**src/rtl/serial_word_deserializer_pkg.sv**
```systemverilog
// Shared types and helpers for the serial word deserializer.
package serial_word_deserializer_pkg;

  // Collect bits until the word is complete; hold it when the output register is busy.
  typedef enum logic {
    StCollect = 1'b0,
    StHold    = 1'b1
  } state_e;

  // Counter width able to represent 0..width inclusive.
  function automatic int unsigned cnt_width(input int unsigned width);
    return $clog2(width + 1);
  endfunction

endpackage

```
**src/rtl/word_hold_reg.sv**
```systemverilog
// Single-entry valid/ready output register for assembled words.
module word_hold_reg #(
  parameter int unsigned WIDTH = 8
) (
  input  logic             clk,
  input  logic             clr,
  input  logic             load,
  input  logic [WIDTH-1:0] load_data,
  input  logic             ready,
  output logic [WIDTH-1:0] data,
  output logic             valid,
  output logic             out_free
);

  // Register is free when empty or its word is being accepted this cycle.
  assign out_free = !valid || ready;

  // Load a new word, or drop valid once the consumer accepts the current one.
  always_ff @(posedge clk or negedge clr) begin
    if (!clr) begin
      data  <= '0;
      valid <= 1'b0;
    end else if (load && out_free) begin
      data  <= load_data;
      valid <= 1'b1;
    end else if (ready) begin
      valid <= 1'b0;
    end
  end

endmodule

```
**src/rtl/serial_word_deserializer.sv**
```systemverilog
// Assembles qualified serial bits into WIDTH-bit words with one word of stall slack.
module serial_word_deserializer
  import serial_word_deserializer_pkg::*;
#(
  parameter int unsigned WIDTH     = 8,
  parameter bit          MSB_FIRST = 1'b1,
  localparam int unsigned CW       = cnt_width(WIDTH)
) (
  input  logic             clk,
  input  logic             clr,
  input  logic             bit_in,
  input  logic             bit_valid,
  input  logic             flush,
  output logic [WIDTH-1:0] word_out,
  output logic             word_valid,
  input  logic             word_ready,
  output logic [CW-1:0]    bit_count,
  output logic             overrun
);

  logic [WIDTH-1:0] sh_q;
  logic [WIDTH-1:0] sh_next;
  logic [WIDTH-1:0] load_data;
  logic [CW-1:0]    cnt_q;
  state_e           state_q;
  logic             overrun_q;
  logic             out_free;
  logic             last_bit;
  logic             load;

  // Next shifter value and the decision to hand a word to the output register.
  always_comb begin
    if (MSB_FIRST) begin
      sh_next = {sh_q[WIDTH-2:0], bit_in};
    end else begin
      sh_next = {bit_in, sh_q[WIDTH-1:1]};
    end
    last_bit = bit_valid && (cnt_q == CW'(WIDTH - 1));
    // A flush discards the held word, so it also blocks the transfer.
    load = !flush && out_free &&
           (((state_q == StCollect) && last_bit) || (state_q == StHold));
    load_data = (state_q == StHold) ? sh_q : sh_next;
  end

  // Shifter, bit counter, collect/hold FSM and sticky overrun flag.
  always_ff @(posedge clk or negedge clr) begin
    if (!clr) begin
      sh_q      <= '0;
      cnt_q     <= '0;
      state_q   <= StCollect;
      overrun_q <= 1'b0;
    end else if (flush) begin
      sh_q      <= '0;
      cnt_q     <= '0;
      state_q   <= StCollect;
      overrun_q <= 1'b0;
    end else begin
      case (state_q)
        StCollect: begin
          if (bit_valid) begin
            sh_q <= sh_next;
            if (last_bit) begin
              if (out_free) begin
                cnt_q <= '0;
              end else begin
                cnt_q   <= CW'(WIDTH);
                state_q <= StHold;
              end
            end else begin
              cnt_q <= cnt_q + 1'b1;
            end
          end
        end
        StHold: begin
          // Bits arriving while a word is parked are lost, even on the release cycle.
          if (bit_valid) begin
            overrun_q <= 1'b1;
          end
          if (out_free) begin
            cnt_q   <= '0;
            state_q <= StCollect;
          end
        end
        default: state_q <= StCollect;
      endcase
    end
  end

  assign bit_count = cnt_q;
  assign overrun   = overrun_q;

  word_hold_reg #(
    .WIDTH(WIDTH)
  ) u_out (
    .clk      (clk),
    .clr      (clr),
    .load     (load),
    .load_data(load_data),
    .ready    (word_ready),
    .data     (word_out),
    .valid    (word_valid),
    .out_free (out_free)
  );

endmodule
```
**config.mk**
```make
export PLATFORM = sky130hd
export DESIGN_NAME = serial_word_deserializer
export DESIGN_NICKNAME = d
export VERILOG_FILES = /design/src/rtl/serial_word_deserializer_pkg.sv /design/src/rtl/word_hold_reg.sv /design/src/rtl/serial_word_deserializer.sv
export SDC_FILE = /design/constraint.sdc
export NUM_CORES = 1
export LEC_CHECK = 0
export ABC_AREA = 1
export BUFFER_PORTS_ARGS = -buffer_cell sky130_fd_sc_hd__buf_4
export CAP_MARGIN = 20
export CORE_MARGIN = 3
export CORE_UTILIZATION = 53
export DETAILED_ROUTE_END_ITERATION = 12
export GPL_TIMING_DRIVEN = 0
export HOLD_SLACK_MARGIN = 0.05
export PLACE_DENSITY = 0.76
export SKIP_LAST_GASP = 1
export SYNTH_ARGS = -nofsm -noshare
export SYNTH_HDL_FRONTEND = slang
export SYNTH_SLANG_ARGS = --single-unit
```
**constraint.sdc**
```tcl
create_clock -name clk -period 1.5 [get_ports clk]
set_clock_uncertainty 0.15 [all_clocks]
set_input_delay 0.075 -clock clk [delete_from_list [all_inputs] [get_ports clk]]
set_output_delay 0.075 -clock clk [all_outputs]
set_load 0.01 [all_outputs]
```
* After elaboration in Yosys (flattened, before gate mapping) *
Index checks and enable logic that the tools add are counted.

cells by class
  shift-type cells = 0
  bitwise operators = 1
  add/sub/neg operators = 1
  div/mod/pow operators = 0
  eq/ne operators = 4
  reduce and logical (&&, ||, !) cells = 15
  multipliers = 0
  order comparisons = 0
  mux-type cells = 20

operator list
  operator                                              number
  two-way mux 8 bit                                     4
  two-way mux 4 bit                                     5
  two-way mux 1 bit                                     9
  one-hot mux 4 bit (2 select lines)                    1
  AND reduction 2 bit                                   3
  nonzero test 2 bit                                    3
  logical AND 1 bit                                     5
  adder 4 x 1 -> 4 bit (second input constant)          1
  equality test 4 x 3 -> 1 bit (second input constant)  1
  != test 3 x 2 -> 1 bit (second input constant)        1
  != test 3 bit (second input constant)                 1
  logical NOT 1 bit                                     2
  logical OR 1 bit                                      2
  != test 2 bit (second input constant)                 1
  one-hot mux 1 bit (2 select lines)                    1
  inverter 1 bit                                        1

word-level totals
  output and inout bits = 14
  memories kept = 0
  ROM bits = 0
  register bits = 23
  bits in writable memories = 0
  latch bits = 0

* Depth between registers and ports, before layout *
  depth in word-level cells = 7
  depth in mapped cells = 7
  depth with buffers taken out = 7

* By module *
Synthesis repeated with hierarchy kept, for this count alone.

unflattened totals
  cells, all modules = 131
  area, all modules = 1124.8 µm²

by module, submodules not included
  module                    sequential area each (µm²)  cells an instance  instances  area an instance (µm²)
  serial_word_deserializer  350.3                       92                 1          757.0
  word_hold_reg             225.2                       39                 1          367.9

* Least setup slack after synthesis *
Ideal clock, no wire load.

  kind = register -> register
  start point = register cnt_q[0], in the netlist bit_count[0]
  end point = register u_out.data[0]
  setup time = 117 ps
  clock period less this slack = 1382 ps
  arrival time = 1115 ps
  setup slack = 118 ps
  required time = 1233 ps
  stages on the path, launching flop included = 7
  cells stage by stage = dfrtp_1 > ha_1 > nand4_2 > nand2_4 > nand2_4 > nand2_1 > nand2_1

between the ends
  longest elaborated chain between the ends = 6

ends and longest elaborated chain
  element                       line                            RTL
  from (decl)                   serial_word_deserializer.sv:24  logic [CW-1:0] cnt_q;
  from (signal assigned)        serial_word_deserializer.sv:66  cnt_q <= CW'(WIDTH);
  from (signal assigned)        serial_word_deserializer.sv:70  cnt_q <= cnt_q + 1'b1;
  equality test 4 x 3 -> 1 bit  serial_word_deserializer.sv:38  last_bit = bit_valid && (cnt_q == CW'(WIDTH - 1));
  logical AND 1 bit             serial_word_deserializer.sv:38
  logical AND 1 bit             serial_word_deserializer.sv:41  (((state_q == StCollect) && last_bit) || (state_q == StHold));
  logical OR 1 bit              serial_word_deserializer.sv:41
  logical AND 1 bit             serial_word_deserializer.sv:40  load = !flush && out_free &&
  logical AND 1 bit             word_hold_reg.sv:23             end else if (load && out_free) begin
  to (signal assigned)          word_hold_reg.sv:24             data <= load_data;
  to (decl)                     word_hold_reg.sv:10             output logic [WIDTH-1:0] data,

Every way passes these cells.
A chain may end at the register's enable or synchronous reset.

* Worst setup path in the final report *
Same ends and word-level chain as after synthesis.

==> results.cfg <==
[grt]
grt_pass1_wl_um = 3877
grt_max_degree = 24
grt_usage_pct = 19.57
antenna_found_initial = 0
overflow = 0
grt_pass1_vias = 873

[timing]
worst_slack_ns = 0.08549
fin_worst_hold_slack_ns = 0.3375
fin_tns_setup_ns = 0
fin_crit_ns = 1.415
worst_pin_slew_ns = 0.3271
relSlewSlack_pct = 78.19
setup_viol = 0
period_share_pct = 94.30
slew_viol_final = 0
final_hold_viol_count = 0
fmax_ghz = 0.7070
rsz0062_at_grt = false

[logic_synthesis]
syn-cell-area_um2 = 1110
netlist_instances = 130
syn_area_per_cell_um2 = 8.537
synthesis.nets = 137
yosys_register_bits = 23
ys_seq_area_share_pct = 51.86
synth_cell_types = 19
yosysWarnings = 0

[critical_path]
slowest_stage = dfrtp_1
arrival_ns = 1.48
path_cells = ha_4 > nand4_4 > nand2_4 > nand2_4 > nand2_1 > nand2_1
cp-start-kind = flip-flop
cp_top_family = simple AND/OR/NAND/NOR gates
slowest_delay_ns = 0.47
path_class = flip-flop to flip-flop
worstSetupEndpointType = flip-flop
crit_required_ns = 1.57
cp_num_buf_inv = 0
crit_fanout = 9

[clock_tree]
cts-root-buf = clkbuf_4
cts_buffer_depth = 2
path_clk_slew_ns = 0.13
numCtsBuffers = 3
htree_levels = 1
clk_latency_ns = 0.31
tritoncts = done
cts_sinks = 23

[pwr]
pwr_density_cell_nw_per_um2 = 739.8
p_total_w = 0.001048
p_leak_nw = 0.7232
ir_drop_mv = 0.6344

[drt]
via_per_inst = 5.107
drt_iter0_drc = 29
first_pass_iters = 4
wl_um = 2357
postRouteAntennaNets = 0
wire_per_inst_um = 12.60
routed-via-count = 955
remaining_drc_errors = 0

[final_layout]
syn_to_final_growth_pct = 27.62
fin_nets = 170
final_cell_mix = nand2_1, dfrtp_1, buf_4
final_common_cell = nand2_1
diodes = 0
fillerInstances = 135
final_util_pct = 76.23
drive_gt1_share_pct = 24.07

[placed_design]
io_buffers = 19
dp_hpwl_um = 1634
pre_cts_ws_ns = 0.005226
gp_congestion = 0.8043

[run_status]
status = complete, no violations

[floorplan]
die_y_um = 51.76
die_w_um = 51.76
start_util_pct = 59.73
io_pins = 20
fp.dieArea_um2 = 2679
core_region_area_um2 = 1858
rows = 15

[hold_path]
hold_class = flip-flop to flip-flop

[run]
drv_cap = 0
-- cell families (layout without fill, tap and decap cells) --
group | Yosys count | count (layout) | synth area share (%)
compound gates | 20 | 20 | 11.27
simple gates | 65 | 66 | 27.96
flops | 23 | 23 | 51.86
buf+inv | 21 | 52 | 7.778
fa+ha+maj | 1 | 1 | 1.127
-- per-layer routing --
metal	global-route usage, %	vias up	part of all wire, %
li1	-	490	-
met1	26.02	440	45
met2	32.84	23	50
met4	5.240	0	0.72
met3	3.438	2	4.4
met5	0	-	0
-- cell type report --
type	instances	area, um2	share of cell area (%)
buffer	2	15.01	1.060
clock buffer	3	22.52	1.590
clock inverter	1	7.507	0.5300
inverter	19	71.32	5.035
multi-input combinational	87	475.5	33.57
sequential	23	575.6	40.64
tap	25	31.28	2.208
timing repair buffer	27	217.7	15.37
-- metrics by stage --
step | instances | instance area [um2]
6_report | 187 | 1416
5_1_grt | 187 | 1416
4_1_cts | 184 | 1376
3_5_place_dp | 174 | 1284
3_3_place_gp | 174 | 1284
2_1_floorplan | 130 | 1110
-- worst paths after layout --
path                       slack [ns]       endpoint           from  cells past startpoint
max reg2reg                      0.09  u_out.data[0]   bit_count[0]                      6
min reg2reg                      0.34  u_out.data[6]  u_out.data[6]                      2
min in group asynchronous        0.57  u_out.data[5]            clr                      3
min                              0.34  u_out.data[6]  u_out.data[6]                      2
max in group asynchronous        0.41   bit_count[2]            clr                      3
max                              0.09  u_out.data[0]   bit_count[0]                      6
-- worst register-to-register path, stage by stage (launching register included) --
cell,delay [ns]
dfrtp_1,0.47
ha_4,0.20
nand4_4,0.14
nand2_4,0.15
nand2_4,0.09
nand2_1,0.07
nand2_1,0.05
-- sequential cells by signal (all words and copies together) (netlist names) --
name / count
bit_count: 4
state_q: 1
u_out.valid: 1
u_out.data: 8
overrun: 1
sh_q: 8
-- report_power, final --
part / leakage [nW] / internal, W / switching [W] / total, W
combinational: 0.393 / 0.0000494 / 0.0000593 / 0.000109
clock: 0.0139 / 0.000102 / 0.000197 / 0.000298
sequential: 0.317 / 0.000630 / 0.0000115 / 0.000641
total: 0.723 / 0.000781 / 0.000267 / 0.00105
-- cells in the mapped netlist --
library cell / n / area share (%)
buf_6: 1 / 1.0
clkbuf_1: 1 / 0.34
dfrtp_1: 23 / 52
ha_1: 1 / 1.1
inv_1: 18 / 6.1
inv_2: 1 / 0.34
nand2_1: 38 / 13
nand2_2: 3 / 1.7
nand2_4: 2 / 2.0
nand3_1: 14 / 6.3
nand4_1: 1 / 0.56
nand4_2: 1 / 1.1
nor2_1: 4 / 1.4
nor2_4: 2 / 2.0
o21ai_0: 9 / 4.1
o21ai_1: 1 / 0.45
o21ai_2: 1 / 0.79
o21ai_4: 1 / 1.5
o22ai_1: 8 / 4.5
-- timing repair --
action                                  in CTS  in global routing
gates resized for setup                      1                  2
buffers inserted                             0                  2
pin swaps                                    0                  1
endpoints found under the setup margin       8                  8
gates cloned                                 0                  1
hold endpoints to repair                    44                  0
hold buffers                                 6                  0
Power figures use the tool's default switching activity.
